File: config.mk
export PLATFORM = sky130hd
export DESIGN_NAME = ps2_mouse_tracker
export DESIGN_NICKNAME = d
export VERILOG_FILES = /design/src/rtl/ps2_mouse_pkg.sv /design/src/rtl/ps2_rx_byte.sv /design/src/rtl/ps2_mouse_tracker.sv
export SDC_FILE = /design/constraint.sdc
export NUM_CORES = 1
export LEC_CHECK = 0
export CORE_ASPECT_RATIO = 0.6
export CORE_MARGIN = 8
export CORE_UTILIZATION = 40
export CTS_CLUSTER_SIZE = 28
export DETAILED_ROUTE_END_ITERATION = 10
export GPL_ROUTABILITY_DRIVEN = 1
export PLACE_DENSITY = 0.67
export SLEW_MARGIN = 20
export SYNTH_ARGS = -nofsm -noshare
export SYNTH_HDL_FRONTEND = slang
export SYNTH_SLANG_ARGS = --single-unit
File: constraint.sdc
create_clock -name clk -period 7 [get_ports clk]
set_input_delay 1.4 -clock clk [delete_from_list [all_inputs] [get_ports clk]]
set_output_delay 1.4 -clock clk [all_outputs]
set_load 0.05 [all_outputs]
File: src/rtl/ps2_mouse_pkg.sv
// Shared types and constants for the PS/2 mouse tracker.
// Latency: n/a (declarations only).
// Backpressure: n/a.
package ps2_mouse_pkg;

  // Packet assembly state: which byte of the packet is expected next.
  typedef enum logic [1:0] {
    B0 = 2'd0,
    B1 = 2'd1,
    B2 = 2'd2,
    B3 = 2'd3
  } pkt_state_t;

  // Bit positions inside the first (header) byte of a mouse packet.
  localparam int L    = 0;
  localparam int R    = 1;
  localparam int M    = 2;
  localparam int SYNC = 3;
  localparam int XS   = 4;
  localparam int YS   = 5;
  localparam int XO   = 6;
  localparam int YO   = 7;

  // start + 8 data + parity + stop
  localparam int FRAME_BITS = 11;

endpackage

File: src/rtl/ps2_rx_byte.sv
// PS/2 receive path: synchronise and de-glitch ps2_c/ps2_d, deserialise 11-bit frames, check framing.
// Latency: byte strobe one cycle after the filtered falling edge that samples the stop bit.
// Backpressure: none; the PS/2 device cannot be stalled, so bytes are strobed out unconditionally.
// Ports: i_clk/i_rst_n clock and async active-low reset; i_ps2_c/i_ps2_d raw pins;
//        i_busy high while a packet is partially assembled; o_byte_data/o_byte_valid/o_byte_err
//        received byte and its good/bad strobes; o_timeout one-cycle pulse on mid-frame/packet idle.
module ps2_rx_byte
  import ps2_mouse_pkg::*;
#(
  parameter int FILTER_LEN  = 8,
  parameter int TIMEOUT_CYC = 50000
) (
  input  logic       i_clk,
  input  logic       i_rst_n,
  input  logic       i_ps2_c,
  input  logic       i_ps2_d,
  input  logic       i_busy,
  output logic [7:0] o_byte_data,
  output logic       o_byte_valid,
  output logic       o_byte_err,
  output logic       o_timeout
);

  localparam int FLT_W = $clog2(FILTER_LEN + 1);
  localparam int TO_W  = $clog2(TIMEOUT_CYC + 1);
  localparam logic [FLT_W-1:0] FLT_LAST = FLT_W'(FILTER_LEN - 1);
  localparam logic [TO_W-1:0]  TO_LAST  = TO_W'(TIMEOUT_CYC - 1);
  localparam logic [3:0]       BIT_LAST = 4'(FRAME_BITS - 1);

  logic [1:0]       r_c_sync;
  logic [1:0]       r_d_sync;
  logic             r_c_flt;
  logic [FLT_W-1:0] r_flt_cnt;
  logic [3:0]       r_bit_cnt;
  logic [9:0]       r_shift;
  logic [TO_W-1:0]  r_to_cnt;
  logic [7:0]       r_byte;
  logic             r_byte_vld;
  logic             r_byte_err;

  logic w_c_s;
  logic w_d_s;
  logic w_fall;
  logic w_active;
  logic w_timeout;
  logic w_frame_ok;

  assign w_c_s = r_c_sync[1];
  assign w_d_s = r_d_sync[1];

  // The filtered clock flips on the FILTER_LEN-th consecutive sample that disagrees with it;
  // a falling edge is that flip while the filtered clock is currently high.
  assign w_fall = r_c_flt && !w_c_s && (r_flt_cnt == FLT_LAST);

  // r_shift holds bits 0..9 once the stop bit arrives: [0] start, [8:1] data, [9] parity.
  assign w_frame_ok = !r_shift[0] && (^r_shift[9:1]) && w_d_s;

  assign w_active  = (r_bit_cnt != 4'd0) || i_busy;
  assign w_timeout = w_active && !w_fall && (r_to_cnt == TO_LAST);

  always_ff @(posedge i_clk or negedge i_rst_n) begin
    if (!i_rst_n) begin
      r_c_sync  <= 2'b11;
      r_d_sync  <= 2'b11;
      r_c_flt   <= 1'b1;
      r_flt_cnt <= '0;
    end else begin
      r_c_sync <= {r_c_sync[0], i_ps2_c};
      r_d_sync <= {r_d_sync[0], i_ps2_d};
      if (w_c_s == r_c_flt) begin
        r_flt_cnt <= '0;
      end else if (r_flt_cnt == FLT_LAST) begin
        r_c_flt   <= w_c_s;
        r_flt_cnt <= '0;
      end else begin
        r_flt_cnt <= r_flt_cnt + 1'b1;
      end
    end
  end

  always_ff @(posedge i_clk or negedge i_rst_n) begin
    if (!i_rst_n) begin
      r_bit_cnt  <= 4'd0;
      r_shift    <= '0;
      r_byte     <= 8'h00;
      r_byte_vld <= 1'b0;
      r_byte_err <= 1'b0;
    end else begin
      r_byte_vld <= 1'b0;
      r_byte_err <= 1'b0;
      if (w_fall) begin
        if (r_bit_cnt == BIT_LAST) begin
          r_byte     <= r_shift[8:1];
          r_byte_vld <= w_frame_ok;
          r_byte_err <= !w_frame_ok;
          r_bit_cnt  <= 4'd0;
        end else begin
          r_shift   <= {w_d_s, r_shift[9:1]};
          r_bit_cnt <= r_bit_cnt + 4'd1;
        end
      end else if (w_timeout) begin
        r_bit_cnt <= 4'd0;
      end
    end
  end

  // Idle watchdog: restarted by every bit, only advances while something is half-received.
  always_ff @(posedge i_clk or negedge i_rst_n) begin
    if (!i_rst_n) begin
      r_to_cnt <= '0;
    end else if (w_fall || w_timeout) begin
      r_to_cnt <= '0;
    end else if (w_active) begin
      r_to_cnt <= r_to_cnt + 1'b1;
    end
  end

  assign o_byte_data  = r_byte;
  assign o_byte_valid = r_byte_vld;
  assign o_byte_err   = r_byte_err;
  assign o_timeout    = w_timeout;

endmodule

File: src/rtl/ps2_mouse_tracker.sv
// PS/2 mouse front end: assembles 3-byte (or 4-byte wheel) packets and tracks a clamped cursor.
// Latency: outputs and pkt_valid update one cycle after the final byte strobe of a packet.
// Backpressure: none; every complete packet is applied immediately.
// Ports: clk/rst clock and async active-low reset; ps2_c/ps2_d raw PS/2 pins;
//        XMouseVGA/YMouseVGA cursor position; Botones {M,R,L}; wheel signed delta;
//        pkt_valid one-cycle update pulse; frame_err one-cycle bad-frame pulse.
module ps2_mouse_tracker
  import ps2_mouse_pkg::*;
#(
  parameter int COORD_W     = 10,
  parameter int X_MAX       = 639,
  parameter int Y_MAX       = 479,
  parameter int X_INIT      = 320,
  parameter int Y_INIT      = 240,
  parameter int WHEEL_EN    = 0,
  parameter int FILTER_LEN  = 8,
  parameter int TIMEOUT_CYC = 50000
) (
  input  logic               clk,
  input  logic               rst,
  input  logic               ps2_c,
  input  logic               ps2_d,
  output logic [COORD_W-1:0] XMouseVGA,
  output logic [COORD_W-1:0] YMouseVGA,
  output logic [2:0]         Botones,
  output logic [3:0]         wheel,
  output logic               pkt_valid,
  output logic               frame_err
);

  localparam logic signed [COORD_W+1:0] XMAX_S = (COORD_W+2)'(X_MAX);
  localparam logic signed [COORD_W+1:0] YMAX_S = (COORD_W+2)'(Y_MAX);

  logic [7:0] w_byte;
  logic       w_byte_vld;
  logic       w_byte_err;
  logic       w_timeout;
  logic       w_busy;

  pkt_state_t r_state;
  pkt_state_t w_state_nxt;
  logic       w_cap0;
  logic       w_cap1;
  logic       w_cap2;
  logic       w_update;

  logic [2:0]         r_hdr_btn;
  logic               r_hdr_xs;
  logic               r_hdr_ys;
  logic               r_hdr_xo;
  logic               r_hdr_yo;
  logic [7:0]         r_b1;
  logic [7:0]         r_b2;
  logic [COORD_W-1:0] r_x;
  logic [COORD_W-1:0] r_y;
  logic [2:0]         r_btn;
  logic [3:0]         r_wheel;
  logic               r_pkt_vld;

  logic [7:0]                 w_b2;
  logic signed [COORD_W+1:0]  w_dx;
  logic signed [COORD_W+1:0]  w_dy;
  logic signed [COORD_W+1:0]  w_x_sum;
  logic signed [COORD_W+1:0]  w_y_sum;

  assign w_busy = (r_state != B0);

  ps2_rx_byte #(
    .FILTER_LEN  (FILTER_LEN),
    .TIMEOUT_CYC (TIMEOUT_CYC)
  ) u_rx (
    .i_clk        (clk),
    .i_rst_n      (rst),
    .i_ps2_c      (ps2_c),
    .i_ps2_d      (ps2_d),
    .i_busy       (w_busy),
    .o_byte_data  (w_byte),
    .o_byte_valid (w_byte_vld),
    .o_byte_err   (w_byte_err),
    .o_timeout    (w_timeout)
  );

  always_ff @(posedge clk or negedge rst) begin
    if (!rst) r_state <= B0;
    else      r_state <= w_state_nxt;
  end

  // A good byte takes priority over a coincident timeout.
  always_comb begin
    w_state_nxt = r_state;
    w_cap0      = 1'b0;
    w_cap1      = 1'b0;
    w_cap2      = 1'b0;
    w_update    = 1'b0;
    if (w_byte_err) begin
      w_state_nxt = B0;
    end else if (w_byte_vld) begin
      case (r_state)
        B0: begin
          // Header bytes always have bit 3 set; anything else is a stray byte while resyncing.
          if (w_byte[SYNC]) begin
            w_cap0      = 1'b1;
            w_state_nxt = B1;
          end
        end
        B1: begin
          w_cap1      = 1'b1;
          w_state_nxt = B2;
        end
        B2: begin
          if (WHEEL_EN != 0) begin
            w_cap2      = 1'b1;
            w_state_nxt = B3;
          end else begin
            w_update    = 1'b1;
            w_state_nxt = B0;
          end
        end
        default: begin
          w_update    = 1'b1;
          w_state_nxt = B0;
        end
      endcase
    end else if (w_timeout) begin
      w_state_nxt = B0;
    end
  end

  // The y byte is the byte arriving now for 3-byte packets, the stored one when a wheel byte follows.
  assign w_b2 = (WHEEL_EN != 0) ? r_b2 : w_byte;

  assign w_dx = r_hdr_xo ? '0 : {{(COORD_W-7){r_hdr_xs}}, r_hdr_xs, r_b1};
  assign w_dy = r_hdr_yo ? '0 : {{(COORD_W-7){r_hdr_ys}}, r_hdr_ys, w_b2};

  // Screen y grows downward while PS/2 +y means up, hence the subtraction.
  assign w_x_sum = $signed({2'b00, r_x}) + w_dx;
  assign w_y_sum = $signed({2'b00, r_y}) - w_dy;

  function automatic logic [COORD_W-1:0] f_clamp(input logic signed [COORD_W+1:0] v,
                                                 input logic signed [COORD_W+1:0] vmax);
    logic [COORD_W-1:0] res;
    if (v[COORD_W+1])  res = '0;
    else if (v > vmax) res = vmax[COORD_W-1:0];
    else               res = v[COORD_W-1:0];
    return res;
  endfunction

  always_ff @(posedge clk or negedge rst) begin
    if (!rst) begin
      r_hdr_btn <= 3'b000;
      r_hdr_xs  <= 1'b0;
      r_hdr_ys  <= 1'b0;
      r_hdr_xo  <= 1'b0;
      r_hdr_yo  <= 1'b0;
      r_b1      <= 8'h00;
      r_b2      <= 8'h00;
      r_x       <= COORD_W'(X_INIT);
      r_y       <= COORD_W'(Y_INIT);
      r_btn     <= 3'b000;
      r_wheel   <= 4'h0;
      r_pkt_vld <= 1'b0;
    end else begin
      r_pkt_vld <= w_update;
      if (w_cap0) begin
        r_hdr_btn <= {w_byte[M], w_byte[R], w_byte[L]};
        r_hdr_xs  <= w_byte[XS];
        r_hdr_ys  <= w_byte[YS];
        r_hdr_xo  <= w_byte[XO];
        r_hdr_yo  <= w_byte[YO];
      end
      if (w_cap1) r_b1 <= w_byte;
      if (w_cap2) r_b2 <= w_byte;
      if (w_update) begin
        r_x     <= f_clamp(w_x_sum, XMAX_S);
        r_y     <= f_clamp(w_y_sum, YMAX_S);
        r_btn   <= r_hdr_btn;
        r_wheel <= (WHEEL_EN != 0) ? w_byte[3:0] : 4'h0;
      end
    end
  end

  assign XMouseVGA = r_x;
  assign YMouseVGA = r_y;
  assign Botones   = r_btn;
  assign wheel     = r_wheel;
  assign pkt_valid = r_pkt_vld;
  assign frame_err = w_byte_err;

endmodule

==> run metrics, run 1 <==
switch share=0.212; grt total ovfl=0; Hold Crit Class=reg -> reg; Clock Power Share=0.475; Initial Util=0.403; Hold Crit Depth=0; clk sinks=90; clock period minus worst slack=approximately 3200 ps; diodes inserted=0; via count=3800; site row count=32; Mean Syn Cell Area=roughly 10 µm²; Leak Pwr=approximately 2.7 nW; Longest Clk Path Bufs=2; WP data required=between 7000 and 8000 ps; Switch Pwr=approximately 0.23 mW; RSZ-0062 raised after global routing=false; status=finished clean; Worst Hold Endpoint=u_rx.r_c_sync[1]; critical path peak fanout=10; clock skew=7.21 ps; cts bufs inserted=9; routability cong.=~0.92; R2R Path Start=r_hdr_xo; CTS H-tree lvls=3; Final Hold Vio Count=0; Final ANT Viol Nets=0; power per cell area=185 nW/µm²; post-CTS sizing=0; core box area=between 10000 and 15000 µm²; placed cells=slightly below 700; Setup Buffers After CTS=0; ys flop type=dfrtp_1; Setup-failing EPs final=0; asr flop ratio synth=1.00; RR Endpoint=XMouseVGA[2]; sequential power share=0.494; worst skew pair latency=340 ps; CP arrival=3390 ps; Root Driver=clkbuf_16; Pint=around 0.86 mW; first-pass GRT wire length=between 15 and 20 mm; Hold Buf Count CTS=0; first drt pass iteration count=5; GRT Overall Usage=0.142; post-DP HPWL=roughly 8 mm; Final nets=566; FF-to-FF path depth=11; number of synthesized flops with an enable pin=0; Die H=between 100 and 150 µm; maximum VDD drop=0.109 mV; largest net degree at the start of global routing=between 60 and 70; worst slew pin tran=slightly below 1000 ps; P&R area growth vs syn=15.0%; crit end category=flop; crit share post-route=0.461; Max Cap Viol=0; Synth Register Bits=90; YS warnings=0; hold slack=roughly 350 ps; CP startpoint kind=flop; # fillers=between 1000 and 1500; Vias/cell=about 5.4; hold path startpoint=u_rx.r_c_sync[0]; Die ar.=roughly 17000 µm²; number of global-route vias before repair=approximately 3900; post-DR wirelength/cell=around 16 µm; routed wire length=~11 mm; Slew HR=0.346; R2R setup slack=3770 ps; First DRT Iteration DRCs=250; IO buf count=28; Max Slew Vio Count=0; Reg clk slew, reported paths=70 ps; I/O pins=33; CTS tree=yes; Non-Filler Instances=706; fraction of layout cells with a size suffix above 1=0.134; Synth Instances=about 500; post-route setup TNS=0 ps; sequential fraction of the synthesis area=0.445; Die Wd=roughly 160 µm; Comb pwr share=0.031; Max Fclk=about 310 MHz; Crit Path Class=reg -> reg; DRC=0; initial antenna violation count=0; distinct cell type count after synthesis=60; synthesized area=between 5000 and 6000 µm²
[kinds of logic (layout without fill, tap and decap cells)]
family,Yosys count,count (layout),synth area share
other cells,1,4,0.000737
xor+xnor,32,32,0.0551
mux,35,35,0.0770
fa+ha+maj,31,31,0.0792
simple gates,172,172,0.168
buf+inv,36,67,0.0300
flops,90,90,0.445
compound gates,105,105,0.145
[final cells by class]
class,instances,area (µm²),area share
tap,170,213,0.0364
inverter,22,82.6,0.0141
multi-input combinational,379,2690,0.459
timing repair buffer,29,285,0.0488
clock inverter,6,90.1,0.0154
sequential,90,2270,0.387
clock buffer,10,229,0.0391
[metal layers]
layer	track usage	part of all wire	vias up
met2	0.215	0.42	95
met1	0.196	0.51	1857
li1	-	-	1838
met3	0.0328	0.056	10
met4	0.0573	0.015	0
met5	0	0	-
[per-stage QoR]
| stage | setup WS, ps | area [µm²] | util | power (mW) |
|---|---|---|---|---|
| floorplan | 3940 | 5100 | - | 0.566 |
| global placement | 3890 | 5530 | 0.438 | 0.579 |
| detailed placement | 3840 | 5530 | 0.438 | 0.580 |
| CTS | 3820 | 5850 | 0.464 | 1.10 |
| global route | 3520 | 5850 | 0.464 | 1.13 |
| finish | 3770 | 5850 | 0.464 | 1.09 |
[worst max-delay path, stage by stage (launching register included)]
cell,delay (ps)
dfrtp_1,480
nor2b_1,180
ha_1,180
inv_1,60
fa_1,410
nor2b_1,180
o31a_1,260
o2111ai_1,120
and2_1,230
or3_1,390
a22oi_2,390
a311oi_1,170
[flip-flops by register name, summed over array words and instances (netlist names)]
register	cells
XMouseVGA	10
u_rx.o_byte_err	1
YMouseVGA	10
u_rx.r_c_flt	1
u_rx.r_shift	10
u_rx.r_flt_cnt	4
r_hdr_xo	1
r_hdr_yo	1
u_rx.o_byte_data	8
u_rx.r_c_sync	2
u_rx.r_d_sync	2
r_hdr_btn	3
r_hdr_ys	1
Botones	3
u_rx.r_bit_cnt	4
u_rx.o_byte_valid	1
r_state	2
r_b1	8
r_hdr_xs	1
u_rx.r_to_cnt	16
pkt_valid	1
[synthesized netlist by cell type, drive strengths merged (5+ instances only)]
| master | instances | area [µm²] |
|---|---|---|
| nor2b | 14 | 87.6 |
| buf | 6 | 40.0 |
| nand2b | 19 | 119 |
| nor3 | 6 | 35.0 |
| inv | 22 | 82.6 |
| xnor2 | 15 | 131 |
| nand3 | 9 | 45.0 |
| dfrtp | 79 | 1980 |
| a21oi | 24 | 124 |
| ha | 29 | 363 |
| a311oi | 5 | 43.8 |
| dfstp | 11 | 289 |
| a211oi | 13 | 103 |
| a21o | 6 | 45.0 |
| xor2 | 17 | 149 |
| and3 | 5 | 31.3 |
| o21ai | 21 | 109 |
| or3 | 6 | 37.5 |
| clkbuf | 8 | 30.0 |
| nor2 | 47 | 176 |
| nand2 | 47 | 176 |
| mux2 | 33 | 372 |
[how the worst max path moves through the flow]
stage | from | to | slack (ps) | depth (start not counted)
2_1_floorplan | YMouseVGA[0] | YMouseVGA[5] | 3940 | 11
3_3_place_gp | r_hdr_yo | YMouseVGA[5] | 3890 | 11
3_5_place_dp | r_hdr_xo | XMouseVGA[2] | 3840 | 11
4_1_cts | r_hdr_xo | XMouseVGA[2] | 3820 | 11
5_1_grt | r_hdr_yo | YMouseVGA[3] | 3520 | 9
6_report | r_hdr_xo | XMouseVGA[2] | 3770 | 11
[power groups by stage]
stage                     clock [mW]  combinational (mW)  sequential (mW)
final                          0.515              0.0335            0.537
after floorplan                    0              0.0208            0.545
after global placement             0              0.0332            0.546
after CTS                      0.531              0.0346            0.537
after global routing           0.552              0.0395            0.537
after detailed placement           0              0.0343            0.546
[cells in the final DEF (no fill, tap or decap), types with 9 or more instances in the layout]
cell type and instances:
a211oi_1 12, a21oi_1 23, mux2_2 33, dfrtp_1 79, nor2b_1 14, xor2_1 17
inv_1 22, clkdlybuf4s50_1 27, ha_1 29, xnor2_1 15, nand2_1 47, nor2_1 47
clkbuf_16 9, nand3_1 9, o21ai_0 16, dfstp_2 11, nand2b_1 19
No activity file was read; power rests on OpenSTA's default activity.
==> inputs of run 2 (changes only) <==
--- a/config.mk
+++ b/config.mk
@@ -11,7 +11,7 @@
 export CTS_CLUSTER_SIZE = 28
 export DETAILED_ROUTE_END_ITERATION = 10
 export GPL_ROUTABILITY_DRIVEN = 1
-export PLACE_DENSITY = 0.67
+export PLACE_DENSITY = 0.69
 export SLEW_MARGIN = 20
 export SYNTH_ARGS = -nofsm -noshare
 export SYNTH_HDL_FRONTEND = slang
==> constraint.sdc (replaced) <==
create_clock -name clk -period 2.74 [get_ports clk]
set_input_delay 0.548 -clock clk [delete_from_list [all_inputs] [get_ports clk]]
set_output_delay 0.548 -clock clk [all_outputs]
set_load 0.05 [all_outputs]
==> run metrics, run 2 (same netlist as run 1, synthesis figures left out) <==
Longest Clk Path Bufs=2 (unchanged); power per cell area=423 nW/µm² (+130%); CP peak stage delay=530 ps (+50 ps); Final Hold Vio Count=0 (unchanged); clk sinks=90 (unchanged); crit end category=flop; crit share post-route=0.988 (+0.527); Non-Filler Instances=748 (+5.9%); initial antenna violation count=0 (unchanged); maximum VDD drop=0.255 mV (+130%); CP startpoint kind=flop; WP data required=3010 ps (-4160 ps); Hold Crit Class=in -> async; CP arrival=2980 ps (-410 ps); status=finished clean; Max Slew Vio Count=0 (unchanged); GRT Overall Usage=0.148 (+0.00582); CP Cell Sequence=buf_4, nand2b_2, ha_1, o211ai_1, a21oi_2, o21ai_2, xor2_1, or4_4, nor3b_4, a22o_1; pre-CTS setup slack=-174 ps (-4010 ps); post-route setup TNS=0 ps (unchanged); R2R Path Start=r_hdr_yo; routed wire length=12.1 mm (+8.7%); CTS tree=yes; clock period minus worst slack=2710 ps (-520 ps); largest net degree at the start of global routing=47 (-32%); clock skew=9.33 ps (+2.12 ps); worst slew pin tran=594 ps (-386 ps); Final ANT Viol Nets=0 (unchanged); Crit Path Class=reg -> reg; worst skew pair latency=340 ps (about the same); Final nets=608 (+7.4%); critical path buffer and inverter count=1 (unchanged); CP max stage cell=or4_4; P&R area growth vs syn=26.4%; # fillers=1095 (-3.8%); CP Launch Point=r_hdr_yo; commonest non-fill, non-tap cell in the layout=dfrtp_1; first drt pass iteration count=4 (-1); critical path peak fanout=9 (-1); DP Area=5830 µm² (+5.5%); post-DP HPWL=8.87 mm (+7.8%); Crit path max-delay family=simple AND/OR/NAND/NOR gates; post-DR wirelength/cell=16.2 µm (+2.6%); commonest non-fill, non-tap cells in the layout=dfrtp_1, nor2_1, nand2_1; Reg clk slew, reported paths=70 ps (about the same); number of global-route vias before repair=4024 (+3.0%); Initial Util=0.403 (unchanged); IO buf count=28 (unchanged); Max Fclk=369 MHz (+19%); Setup-failing EPs final=0 (unchanged); Final Cell Area=6430 µm² (+10%); First DRT Iteration DRCs=243 (-2.8%); Slew HR=0.604 (+0.258); Pwr Total=2.72 mW (+150%); hold slack=217 ps (-137 ps); placed cells=726 (+5.2%); CTS H-tree lvls=3 (unchanged); DRC=0 (unchanged); flip-flop count of the largest register after layout=16 (unchanged); core box area=12600 µm² (unchanged); grt total ovfl=0 (unchanged); first-pass GRT wire length=20.0 mm (+4.6%); fraction of layout cells with a size suffix above 1=0.279 (+0.144); Max Cap Viol=0 (unchanged); site row count=32 (unchanged); cts bufs inserted=9 (unchanged); via count=4028 (+6.0%); GRT Max-Usage Layer=met2; GR Layer Usage met1=0.205 (+0.00979); Finished Core Util=0.510 (+0.0462); Hold Buf Count CTS=0 (unchanged); Root Driver=clkbuf_16; slack of the critical path=33.4 ps (-3740 ps); Die ar.=16700 µm² (unchanged); M3 GR Usage=0.0336 (+0.000791); largest register by flop count=u_rx.r_to_cnt; I/O pins=33 (unchanged); Leak Pwr=2.90 nW (+8.4%); diodes inserted=0 (unchanged); Vias/cell=5.39 (about the same); Die H=103 µm (unchanged); routability cong.=0.900 (-2.0%); RSZ-0062 raised after global routing=true; Die Wd=162 µm (unchanged); met2 Resource Use GR=0.230 (+0.0151)
-- run 2: cell count changes in the layout (fill, tap and decap cells not counted), moves of 4 or more --
cell	delta
ha_4	+5
ha_1	-9
ha_2	+4
a21oi_1	-4
buf_4	+40
nand2b_1	-5
nand2b_4	+4
a21oi_2	+4
-- run 2: worst reg2reg max path, delay by kind of cell (launching register included) --
kind	cells	cell delay, ps
buffers and inverters	1	160
adder cells (fa/ha/maj)	1	320
flip-flops	1	380
AND/OR/NAND/NOR	3	930
AO/OA/AOI/OAI	4	700
XOR/XNOR	1	170
-- run 2: final timing paths --
kind | end | cells after the start | slack, ps
setup / recovery | YMouseVGA[5] | 10 | 30
hold / removal | u_rx.r_flt_cnt[1] | 1 | 220
setup reg to reg | YMouseVGA[5] | 10 | 30
hold reg to reg | u_rx.r_c_sync[1] | 0 | 350
max in group asynchronous | YMouseVGA[6] | 2 | 1800
min in group clk | u_rx.r_c_sync[1] | 0 | 350
-- run 2: report_power, final --
part           internal (mW)  total [mW]  switching, mW
Clock                  0.720        1.26          0.541
Sequential              1.36        1.37         0.0153
Combinational         0.0300      0.0878         0.0578
Total                   2.11        2.72          0.615
-- run 2: metal layers --
| layer | wire (µm) | part of all wire |
|---|---|---|
| met5 | 0 | 0 |
| met4 | 175 | 0.014 |
| met3 | 624 | 0.052 |
| met2 | 5180 | 0.43 |
| met1 | 6110 | 0.51 |
-- run 2: cell type report --
type	count	area [µm²]	share of cell area
well taps	170	213	0.0331
clock inverters	6	75.1	0.0117
clock buffers	10	229	0.0356
inverters	22	82.6	0.0128
repair buffers	71	617	0.0959
flip-flops and latches	90	2270	0.353
multi-input cells	379	2950	0.458
-- run 2: timing repair --
item	4_1_cts	5_1_grt
setup endpoints to repair	14	19
setup buffers	4	2
resized for setup	10	40
hold endpoints to repair	0	0
pin swaps	10	18
==> inputs of run 3 (changes only) <==
--- a/config.mk
+++ b/config.mk
@@ -5,14 +5,15 @@
 export SDC_FILE = /design/constraint.sdc
 export NUM_CORES = 1
 export LEC_CHECK = 0
+export ABC_AREA = 1
 export CORE_ASPECT_RATIO = 0.6
 export CORE_MARGIN = 8
 export CORE_UTILIZATION = 40
 export CTS_CLUSTER_SIZE = 28
 export DETAILED_ROUTE_END_ITERATION = 10
 export GPL_ROUTABILITY_DRIVEN = 1
+export GPL_TIMING_DRIVEN = 0
 export PLACE_DENSITY = 0.69
-export SLEW_MARGIN = 20
 export SYNTH_ARGS = -nofsm -noshare
 export SYNTH_HDL_FRONTEND = slang
 export SYNTH_SLANG_ARGS = --single-unit
==> run metrics, run 3 <==
status=finished clean; Pint=2.24 mW (+6.2%); DRC=0 (unchanged); FF-to-FF path depth=16 (+6); largest register by flop count=u_rx.r_to_cnt; Die ar.=17200 µm² (+3.3%); Vias/cell=4.86 (-9.7%); power per cell area=465 nW/µm² (+10%); R2R setup slack=160 ps (+130 ps); clock period minus worst slack=2580 ps (-129 ps); Initial Util=0.411 (+0.00726); routed wire length=12.3 mm (+1.7%); WP data required=3020 ps (about the same); met3 routed WL=627 µm (+0.48%); top cells by area, synth=dfrtp_1, nand2_1, ha_1; ys flop type=dfrtp_1; met2 wire length=4.68 mm (-9.7%); Max Slew Vio Count=0 (unchanged); number of synthesized flops with an enable pin=0 (unchanged); RR Endpoint=XMouseVGA[0]; Switch Pwr=0.632 mW (+2.8%); CP startpoint kind=flop; Leak Pwr=3.04 nW (+4.8%); I/O pins=33 (unchanged); R2R Path Start=r_hdr_xo; Die Wd=164 µm (+1.7%); CP arrival=2860 ps (-120 ps); # fillers=1271 (+16%); worst slew pin tran=667 ps (+73.7 ps); Synth Register Bits=90 (unchanged); sequential power share=0.487 (-0.017); CTS tree=yes; Max Cap Viol=0 (unchanged); Max Fclk=388 MHz (+5.0%); switch share=0.220 (-0.00575); Hold Buf Count CTS=0 (unchanged); number of global-route vias before repair=4190 (+4.1%); Clock Power Share=0.466 (+0.002); first-pass GRT wire length=21.1 mm (+5.4%); critical path peak fanout=9 (unchanged); RSZ-0062 raised after global routing=true; First DRT Iteration DRCs=297 (+22%); Final ANT Viol Nets=0 (unchanged); CTS H-tree lvls=3 (unchanged); worst skew pair latency=340 ps (about the same); Synth top area share=0.374 (-0.0140); area occupied by multi-input gates=2630 µm² (-11%); FF/Latch Area=2270 µm² (-0.17%); diodes inserted=0 (unchanged); Die H=105 µm (+1.6%); Final Hold Vio Count=0 (unchanged); maximum VDD drop=0.274 mV (+7.5%); Final Cell Area=6160 µm² (-4.2%); Final nets=755 (+24%); Comb pwr share=0.047 (+0.015); Hold Crit Class=in -> async; distinct cell type count after synthesis=42 (-30%); grt total ovfl=0 (unchanged); initial antenna violation count=0 (unchanged); most numerous cell in the Yosys netlist=nand2_1; P&R area growth vs syn=16.8%; via count=4351 (+8.0%); Root Driver=clkbuf_16; IO buf count=28 (unchanged); largest area contributor in the netlist=dfrtp_1; hold slack=148 ps (-69.0 ps); Mean Syn Cell Area=7.81 µm² (-23%); clock skew=5.80 ps (-3.53 ps); Reg clk slew, reported paths=60 ps (about the same); clk sinks=90 (unchanged); cts bufs inserted=9 (unchanged); Slew HR=0.555 (-0.0492); commonest non-fill, non-tap cells in the layout=nand2_1, inv_1, dfrtp_1; DR top layer=met4; largest net degree at the start of global routing=60 (+28%); YS warnings=0 (unchanged); crit share post-route=0.941 (-0.0469); commonest non-fill, non-tap cell in the layout=nand2_1; asr flop ratio synth=1.00 (unchanged); flip-flop count of the largest register after layout=16 (unchanged); first drt pass iteration count=4 (unchanged); M1 WL=6.93 mm (+13%); site row count=32 (unchanged); routability cong.=0.915 (+1.7%); Synth top cells by count=nand2_1, inv_1, dfrtp_1; crit end category=flop; DP Area=5810 µm² (-0.41%); synthesized area=5280 µm² (+3.7%); Setup-failing EPs final=0 (unchanged); Setup Buffers After CTS=0 (-4); post-DP HPWL=9.27 mm (+4.5%); core box area=12900 µm² (+1.9%); GRT Overall Usage=0.150 (+0.00134); sequential fraction of the synthesis area=0.429 (-0.0160); post-DR wirelength/cell=13.7 µm (-15%); Longest Clk Path Bufs=2 (unchanged); fraction of layout cells with a size suffix above 1=0.0979 (-0.181); Synth Instances=676 (+35%); Pwr Total=2.87 mW (+5.5%); Crit Path Class=reg -> reg
==> run 3: cell types whose count changed after synthesis, sizes merged, moves of 6 or more <==
cell,previous run,this run
nand2b,19,0
mux2,33,0
a21o,6,0
nand3,9,36
nand2,47,213
xor2,17,10
nand4,4,12
a211oi,13,0
nor2b,14,0
o21ai,21,53
inv,22,92
or3,6,0
==> run 3: what timing repair did <==
| action | 4_1_cts | 5_1_grt |
|---|---|---|
| hold endpoints to repair | 0 | 0 |
| setup endpoints to repair | 0 | 19 |
| gates resized for setup | 0 | 10 |
==> run 3: worst max-delay path by stage <==
| stage | cells after the start | endpoint | slack [ps] | from |
|---|---|---|---|---|
| finish | 16 | XMouseVGA[0] | 160 | r_hdr_xo |
| global route | 15 | XMouseVGA[5] | -10 | r_hdr_xo |
| CTS | 16 | XMouseVGA[1] | 110 | r_hdr_xo |
| detailed placement | 16 | XMouseVGA[1] | 120 | r_hdr_xo |
| global placement | 1 | pkt_valid | -2250 | rst |
| floorplan | 14 | XMouseVGA[1] | 350 | XMouseVGA[0] |
==> run 3: kinds of logic after synthesis <==
group / after synthesis / synth area share
and+or+nand+nor: 331 / 0.275
buffers and inverters: 108 / 0.0818
AOI/OAI and AO/OA: 92 / 0.0991
DFF: 90 / 0.429
adders and majority gates: 31 / 0.0763
xor gates and xnor gates: 23 / 0.0382
other: 1 / 0.000710
==> run 3: layer usage <==
metal	track usage	vias up
met1	0.235	2030
li1	-	2235
met4	0.0278	0
met2	0.200	80
met3	0.0353	6
met5	0	-
==> run 3: layout make-up <==
type | instances | share of cell area
clock buffers | 11 | 0.0394
clock inverters | 5 | 0.0126
multi-input cells | 482 | 0.426
plain buffers | 15 | 0.0132
well taps | 170 | 0.0345
repair buffers | 29 | 0.0495
inverters | 93 | 0.0568
flip-flops and latches | 90 | 0.368
==> run 3: stage by stage <==
stage	utilization	std cells	setup WS [ps]	setup TNS, ps
floorplan	-	679	350	0
global placement	0.450	877	-2250	-189450
detailed placement	0.452	878	118	0
CTS	0.477	894	107	0
global route	0.480	895	-14.3	-41.6
finish	0.480	895	162	0
==> run 3: power by group through the flow <==
stage / clock network (mW) / logic, mW / registers, mW
2_1_floorplan: 0 / 0.0863 / 1.41
3_5_place_dp: 0 / 0.138 / 1.42
4_1_cts: 1.36 / 0.137 / 1.40
6_report: 1.34 / 0.135 / 1.40
3_3_place_gp: 0 / 0.128 / 1.42
5_1_grt: 1.42 / 0.158 / 1.40
==> run 3: critical path, cell delays in order (launching register included) <==
cell and delay, ps:
dfrtp_1 350, buf_2 170, nor2_1 130, ha_2 230, inv_1 60, fa_1 390, inv_1 80, nand3_1 80
nand2_2 110, nand2_1 70, nand2_2 110, a21oi_2 120, nor2_2 250, a21oi_2 120, nand3b_1 120, nand2_1 60
nand2_1 60
